### src/rtl/fetch_sequencer.sv
// fetch_sequencer: front-end PC sequencer with a BOOT/RUN/FLUSH state machine.
// Picks the next fetch address from mispredict redirect, hazard stall,
// branch prediction or sequential PC+4. After a redirect it inserts
// FLUSH_CYCLES bubble cycles at the new PC.
//
// Ports:
//   clk            rising-edge clock
//   reset_n        synchronous reset, active low
//   stall_i        hold the PC (hazard)
//   br_pred_i      current fetch predicted taken
//   pred_pc_i      predicted target
//   br_sig_i       branch/jump resolved in execute
//   miss_pred_i    resolved branch mispredicted (qualified by br_sig_i)
//   correct_pc_i   correct next PC on a mispredict
//   pc_o           current fetch address
//   fetch_valid_o  pc_o is a real fetch
//   flush_o        kill younger instructions in IF/ID (combinational)
//
// Optional feature: define FETCH_SEQ_STATS_EN to add saturating statistics
// outputs br_count_o (cycles with br_sig_i) and miss_count_o (redirect cycles).
module fetch_sequencer #(
   parameter logic [31:0] RESET_VECTOR = 32'h0000_0000,
   parameter int unsigned FLUSH_CYCLES = 2
) (
   input  logic        clk,
   input  logic        reset_n,
   input  logic        stall_i,
   input  logic        br_pred_i,
   input  logic [31:0] pred_pc_i,
   input  logic        br_sig_i,
   input  logic        miss_pred_i,
   input  logic [31:0] correct_pc_i,
   output logic [31:0] pc_o,
   output logic        fetch_valid_o,
   output logic        flush_o
`ifdef FETCH_SEQ_STATS_EN
   ,
   output logic [31:0] br_count_o,
   output logic [31:0] miss_count_o
`endif
);

   typedef enum logic [1:0] {
      BOOT  = 2'd0,
      RUN   = 2'd1,
      FLUSH = 2'd2
   } state_e;

   localparam logic [2:0] FLUSH_LOAD = 3'(FLUSH_CYCLES);
   localparam logic       HAS_FLUSH  = (FLUSH_CYCLES != 0);

   state_e      state_q, state_d;
   logic [31:0] pc_q, pc_d;
   logic [2:0]  cnt_q, cnt_d;
   logic        redirect;

   assign redirect = br_sig_i & miss_pred_i;
   assign pc_o     = pc_q;

   always_ff @(posedge clk) begin
      if (!reset_n) begin
         state_q <= BOOT;
         pc_q    <= RESET_VECTOR;
         cnt_q   <= '0;
      end else begin
         state_q <= state_d;
         pc_q    <= pc_d;
         cnt_q   <= cnt_d;
      end
   end

   always_comb begin
      state_d       = state_q;
      pc_d          = pc_q;
      cnt_d         = cnt_q;
      fetch_valid_o = 1'b0;
      flush_o       = 1'b0;
      case (state_q)
         BOOT: begin
            state_d = RUN;
         end
         RUN: begin
            flush_o       = redirect;
            fetch_valid_o = ~stall_i;
            if (redirect) begin
               pc_d = correct_pc_i;
               if (HAS_FLUSH) begin
                  state_d = FLUSH;
                  cnt_d   = FLUSH_LOAD;
               end
            end else if (stall_i) begin
               pc_d = pc_q;
            end else if (br_pred_i) begin
               pc_d = pred_pc_i;
            end else begin
               pc_d = pc_q + 32'd4;
            end
         end
         FLUSH: begin
            flush_o = redirect;
            if (redirect) begin
               pc_d  = correct_pc_i;
               cnt_d = FLUSH_LOAD;
            end else begin
               cnt_d = cnt_q - 3'd1;
               // Exit on the last bubble; <= also recovers from a stray zero.
               if (cnt_q <= 3'd1) begin
                  state_d = RUN;
               end
            end
         end
         default: begin
            state_d = BOOT;
         end
      endcase
      // Outputs are quiet while reset is held, whatever state is present.
      if (!reset_n) begin
         fetch_valid_o = 1'b0;
         flush_o       = 1'b0;
      end
   end

`ifdef FETCH_SEQ_STATS_EN
   logic [31:0] br_count_q, miss_count_q;

   always_ff @(posedge clk) begin
      if (!reset_n) begin
         br_count_q   <= '0;
         miss_count_q <= '0;
      end else begin
         if (br_sig_i && (br_count_q != '1)) begin
            br_count_q <= br_count_q + 32'd1;
         end
         if (redirect && (miss_count_q != '1)) begin
            miss_count_q <= miss_count_q + 32'd1;
         end
      end
   end

   assign br_count_o   = br_count_q;
   assign miss_count_o = miss_count_q;
`endif

endmodule

### config.mk
export PLATFORM = sky130hd
export DESIGN_NAME = fetch_sequencer
export DESIGN_NICKNAME = d
export VERILOG_FILES = /design/src/rtl/fetch_sequencer.sv
export SDC_FILE = /design/constraint.sdc
export NUM_CORES = 1
export LEC_CHECK = 0
export ABC_AREA = 0
export BUFFER_PORTS_ARGS = -buffer_cell sky130_fd_sc_hd__buf_2
export CAP_MARGIN = 10
export CORE_MARGIN = 5
export CORE_UTILIZATION = 25
export DETAILED_ROUTE_END_ITERATION = 8
export PLACE_DENSITY = 0.57
export SLEW_MARGIN = 20
export SYNTH_ARGS = -nofsm -noshare
export SYNTH_HDL_FRONTEND = slang
export SYNTH_SLANG_ARGS = --single-unit
### constraint.sdc
create_clock -name clk -period 1.9 [get_ports clk]
set_input_delay 0.38 -clock clk [delete_from_list [all_inputs] [get_ports clk]]
set_output_delay 0.38 -clock clk [all_outputs]
set_load 0.02 [all_outputs]
==> results of run 1 <==
-- kinds of logic after synthesis --
logic type               Yosys count
AND/OR/NAND/NOR                  147
flip-flops                        37
multiplexers                       6
buffers and inverters             39
AO/OA/AOI/OAI                    135
adder cells (fa/ha/maj)            6
XOR/XNOR                           8
-- repair_timing --
item | CTS | global route
pin swaps | 1 | 6
hold endpoints to repair | 0 | 0
setup buffers | 3 | 3
setup endpoints to repair | 3 | 16
gates resized for setup | 4 | 12
-- cells in the final DEF, fill, tap and decap left out, types with 6 or more instances in the layout --
cell / n
a21o_1: 7
a21oi_1: 44
and3_1: 8
buf_2: 103
buf_4: 39
dfxtp_1: 34
inv_1: 11
mux2i_1: 6
nand2_1: 40
nand3_1: 26
nand4_1: 12
nor2_1: 18
nor3_1: 6
o211ai_1: 11
o21ai_0: 29
o31a_1: 6
or3_1: 7
-- worst max-delay path: stages (launching register included) --
cell and delay (ps):
dfxtp_1 340, inv_1 70, ha_2 220, a21o_1 230
buf_6 170, or3_1 300, o21ai_0 100, o21ai_0 130
o211a_1 140
-- area by class of cell --
class | count | area, sq um | area share
clock inverters | 2 | 35.0 | 0.00904
clock buffers | 5 | 68.8 | 0.0178
flip-flops and latches | 37 | 744 | 0.192
repair buffers | 147 | 891 | 0.230
multi-input cells | 302 | 1920 | 0.494
inverters | 12 | 45.0 | 0.0116
well taps | 140 | 175 | 0.0452
-- sequential cells by signal, summed over array words and instances, names as in the netlist --
| register | count |
|---|---|
| state_q | 2 |
| cnt_q | 3 |
| pc_o | 32 |
-- how the worst max path moves through the flow --
stage,to,slack (ps)
floorplan,pc_o[25],20
global placement,pc_o[26],40
detailed placement,pc_o[26],-20
CTS,pc_o[20],10
global route,pc_o[20],-30
finish,pc_o[28],90
-- power by group --
| part | internal, uW | switching, uW |
|---|---|---|
| registers | 859 | 101 |
| logic | 389 | 522 |
| clock network | 382 | 308 |
-- layer usage --
layer,GRT usage,wire (microns)
met5,0,0
met4,0.0532,220
met3,0.0326,752
met2,0.285,5360
met1,0.206,4720
-- stage by stage --
step	hold WS [ps]	instance area [sq um]	TNS [ps]	power (uW)
detailed placement	447	3670	-30.1	1880
finish	334	3870	0	2560
global route	357	3870	-42.8	2720
floorplan	481	2750	0	1470
global placement	442	3670	0	1870
CTS	336	3810	0	2570
==> results.sh, run 1 <==
export IMPL_synth_edf_count=0
export IMPL_syn_avg_cell_area_sq_um=7.27
export IMPL_hpwlAfterDp_microns=8360
export IMPL_num_rows=38
export IMPL_synth_cell_types=57
export IMPL_synth_top_cells_by_count="45 x a21oi_1, 41 x nand2_1, 37 x dfxtp_1"
export IMPL_place_congestion=0.892
export IMPL_r2r_cells=8
export IMPL_fp_dieH_microns=115
export IMPL_rrSetupSlack_ps=90
export IMPL_dp_slack_ps=-22.4
export IMPL_hold_path_class="in -> reg"
export IMPL_antenna_found_initial=0
export IMPL_dieArea_sq_um=13200
export IMPL_ys_dominant_reg_cell="dfxtp_1"
export IMPL_clkTransAtPathRegs_ps=80
export IMPL_start_util=0.254
export IMPL_grt_max_degree=22
export IMPL_yosysMostFrequentCell="a21oi_1"
export IMPL_io_buffers=103
export IMPL_vias=3384
export IMPL_nets=581
export IMPL_yosysWarnings=0
export IMPL_min_delay_start="correct_pc_i[7]"
export IMPL_drt_iter0_markers=177
export IMPL_power_per_cell_area_nw_per_um2=661
export IMPL_stdcell_count=645
export IMPL_postSynth_asyncResetShare=0
export IMPL_grt_pass1_wl_microns=17500
export IMPL_startpoint="state_q[0]"
export IMPL_antenna_left=0
export IMPL_crit_fanout=12
export IMPL_grt_usage=0.165
export IMPL_p_leak_uw=0.00172
export IMPL_muxShareOfSynthArea=0.0219
export IMPL_synthCells=378
export IMPL_ys_top_cells_by_area="dfxtp_1 27%, a21oi_1 8.2%, nand2_1 5.6%"
export IMPL_cts_tree="yes"
export IMPL_die_x_microns=115
export IMPL_setup_viol=0
export IMPL_relSlewSlack=0.724
export IMPL_syn_num_nets=454
export IMPL_cp_required_ps=2100
export IMPL_setup_slack_ps=90.8
export IMPL_clock_skew_ps=7.81
export IMPL_layout_drive_gt1_share=0.352
export IMPL_drv_cap=0
export IMPL_synth_top_area_share=0.270
export IMPL_hold_end="pc_o[7]"
export IMPL_n_fill_cell=1174
export IMPL_ys_seq_area_frac=0.270
export IMPL_maxSlewViolCount=0
export IMPL_area_growth_pct=41.1
export IMPL_endpoint_kind="register"
export IMPL_wl_microns=11000
export IMPL_synthSimpleGateAreaFrac=0.288
export IMPL_status="finished, final reports clean"
export IMPL_post_drt_wl_per_cell_microns=17.1
export IMPL_clock_path_buffers=2
export IMPL_fmax_ghz=0.553
export IMPL_drc=0
export IMPL_worst_pin_slew_ps=409
export IMPL_drtPass1Iterations=4
export IMPL_clk_latency_ps=300
export IMPL_ir_drop_mv=0.347
export IMPL_final_util=0.359
export IMPL_cts_hold_buf=0
export IMPL_yosysTopAreaCell="dfxtp_1"
export IMPL_post_place_cells=632
export IMPL_rsz0062_at_grt="true"
export IMPL_grt_overflow_total=0
export IMPL_timing_rr_start="state_q[0]"
export IMPL_cts_root_buf="clkbuf_8"
export IMPL_htreeDepth=2
export IMPL_ys_ff_latch=37
export IMPL_io_pins=104
export IMPL_synth_compound_area_frac=0.312
export IMPL_cts_buffers_inserted=5
export IMPL_reg2reg_to="pc_o[28]"
export IMPL_viasPerCell=5.25
export IMPL_first_global_vias=3435
export IMPL_synth_top_family_by_area="compound AO/OA/AOI/OAI gates"
export IMPL_path_class="reg -> reg"
export IMPL_synth_fa_ha_area_frac=0.0273
export IMPL_fin_crit_ps=1810
export IMPL_netlist_area_sq_um=2750
export IMPL_worstPathArrival_ps=2010
export IMPL_diodes=0
export IMPL_startpoint_type="register"
export IMPL_fin_crit_sh=0.952
export IMPL_cts_sinks=37
export IMPL_synth_xor_area_frac=0.0255
export IMPL_hold_depth=3
export IMPL_core_area_sq_um=10800
export IMPL_hold_violations=0
No activity file was read; power rests on OpenSTA's default activity.
==> run 2, diff against run 1 <==
--- a/config.mk
+++ b/config.mk
@@ -8,7 +8,7 @@
 export ABC_AREA = 0
 export BUFFER_PORTS_ARGS = -buffer_cell sky130_fd_sc_hd__buf_2
 export CAP_MARGIN = 10
-export CORE_MARGIN = 5
+export CORE_MARGIN = 2
 export CORE_UTILIZATION = 25
 export DETAILED_ROUTE_END_ITERATION = 8
 export PLACE_DENSITY = 0.57
==> run 2 against run 1 <==
Against the previous run: clock power is 5.4% higher; final area is 0.68% lower; maximum frequency is 1.1% lower; highest routed layer unchanged.
==> results.sh, run 2 (same netlist as run 1, synthesis figures left out) <==
export IMPL_rsz0062_at_grt="true"
export IMPL_clkTransAtPathRegs_ps=90
export IMPL_clkPwrFrac=0.282
export IMPL_wl_microns=10300
export IMPL_internal_power_uw=1630
export IMPL_maxSlewViolCount=0
export IMPL_rrSetupSlack_ps=110
export IMPL_hold_violations=0
export IMPL_path_buf_inv=3
export IMPL_post_drt_wl_per_cell_microns=16.1
export IMPL_area_growth_pct=40.1
export IMPL_relSlewSlack=0.685
export IMPL_cts_buffers_inserted=5
export IMPL_power_per_cell_area_nw_per_um2=670
export IMPL_setup_viol=0
export IMPL_antenna_found_initial=0
export IMPL_io_pins=104
export IMPL_grt_usage=0.172
export IMPL_cts_root_buf="clkbuf_8"
export IMPL_timing_rr_start="pc_o[8]"
export IMPL_crit_end="fetch_valid_o"
export IMPL_cp_required_ps=1520
export IMPL_endpoint_kind="output port"
export IMPL_dieArea_sq_um=11800
export IMPL_htreeDepth=2
export IMPL_ir_drop_mv=0.354
export IMPL_grt_overflow_total=0
export IMPL_hold_path_class="in -> reg"
export IMPL_fin_crit_sh=0.963
export IMPL_largest_reg_flops=32
export IMPL_clock_skew_ps=11.2
export IMPL_viasPerCell=5.17
export IMPL_p_comb_frac=0.349
export IMPL_drv_cap=0
export IMPL_clock_path_buffers=2
export IMPL_path_depth=5
export IMPL_nets=576
export IMPL_layout_drive_gt1_share=0.345
export IMPL_fin_crit_ps=1830
export IMPL_drc=0
export IMPL_diodes=0
export IMPL_grt_max_degree=36
export IMPL_hold_depth=3
export IMPL_cts_tree="yes"
export IMPL_switching_share=0.367
export IMPL_p_total_uw=2580
export IMPL_path_class="reg -> out"
export IMPL_status="finished, final reports clean"
export IMPL_num_rows=38
export IMPL_cts_sinks=37
export IMPL_seq_power_share=0.369
export IMPL_reg2reg_to="pc_o[27]"
export IMPL_drt_iter0_markers=177
export IMPL_cpMaxStageDelayCell="dfxtp_1"
export IMPL_startpoint="state_q[1]"
export IMPL_r2r_cells=5
export IMPL_fmax_ghz=0.547
export IMPL_startpoint_type="register"
export IMPL_fin_tns_setup_ps=0
export IMPL_vias=3316
export IMPL_die_x_microns=109
export IMPL_layout_common_cells="103 x buf_2, 44 x a21oi_1, 41 x nand2_1"
export IMPL_drtPass1Iterations=4
export IMPL_start_util=0.254
export IMPL_antenna_left=0
export IMPL_p_switching_uw=946
export IMPL_io_buffers=103
export IMPL_place_congestion=0.895
export IMPL_worst_pin_slew_ps=468
export IMPL_hpwlAfterDp_microns=7790
export IMPL_grt_pass1_wl_microns=16100
export IMPL_worstPathArrival_ps=1450
export IMPL_crit_family="buffers and inverters"
export IMPL_fp_dieH_microns=109
export IMPL_core_area_sq_um=10800
export IMPL_slowest_delay_ps=350
export IMPL_crit_fanout=10
export IMPL_stdcell_count=641
export IMPL_p_leak_uw=0.00171
export IMPL_whs_ps=346
export IMPL_clk_latency_ps=300
export IMPL_first_global_vias=3265
export IMPL_final_common_cell="buf_2"
export IMPL_post_place_cells=630
export IMPL_path_cells="inv_1, ha_2, buf_4, nor3b_2, buf_2"
[run 2: cell type report]
cell class / instances / area [sq um]
timing repair buffer: 142 / 858
clock inverter: 3 / 46.3
multi-input combinational: 302 / 1910
fill: 1138 / 6940
inverter: 12 / 45.0
tap: 140 / 175
clock buffer: 5 / 68.8
sequential: 37 / 743
[run 2: routing by layer]
layer | up-vias | part of all wire | track usage
met4 | 0 | 0.023 | 0.0659
met1 | 1517 | 0.44 | 0.220
li1 | 1658 | - | -
met2 | 127 | 0.46 | 0.289
met3 | 14 | 0.072 | 0.0263
met5 | - | 0 | 0
[run 2: worst min path at each step]
stage                    start       end  slack, ps
2_1_floorplan         cnt_q[0]  cnt_q[0]        480
3_3_place_gp           pc_o[0]   pc_o[0]        440
3_5_place_dp           pc_o[0]   pc_o[0]        450
4_1_cts        correct_pc_i[7]   pc_o[7]        340
5_1_grt        correct_pc_i[7]   pc_o[7]        340
6_report       correct_pc_i[7]   pc_o[7]        350
[run 2: worst reg2reg max path, cell delays in order (launching register included)]
cell     delay (ps)
dfxtp_1         390
nand4_4         220
nor4_2          370
nand4_1         230
o31a_1          290
nor3_1          210
[run 2: per-stage QoR]
step / setup WS, ps / area, sq um / util
5_1_grt: 2.19 / 3850 / 0.357
3_5_place_dp: 28.2 / 3660 / 0.339
6_report: 71.0 / 3850 / 0.357
4_1_cts: 11.2 / 3780 / 0.350
2_1_floorplan: 16.3 / 2750 / -
3_3_place_gp: 52.2 / 3660 / 0.339
[run 2: repair_timing]
action / 4_1_cts / 5_1_grt
setup endpoints to repair: 0 / 15
buffers inserted: 0 / 3
hold buffers: 0 / 0
resized for setup: 0 / 12
[run 2: power by group through the flow]
stage / Sequential, uW / Clock, uW / Combinational, uW
finish: 951 / 727 / 901
global route: 965 / 769 / 992
CTS: 948 / 746 / 894
detailed placement: 966 / 0 / 890
global placement: 964 / 0 / 877
floorplan: 1050 / 0 / 412
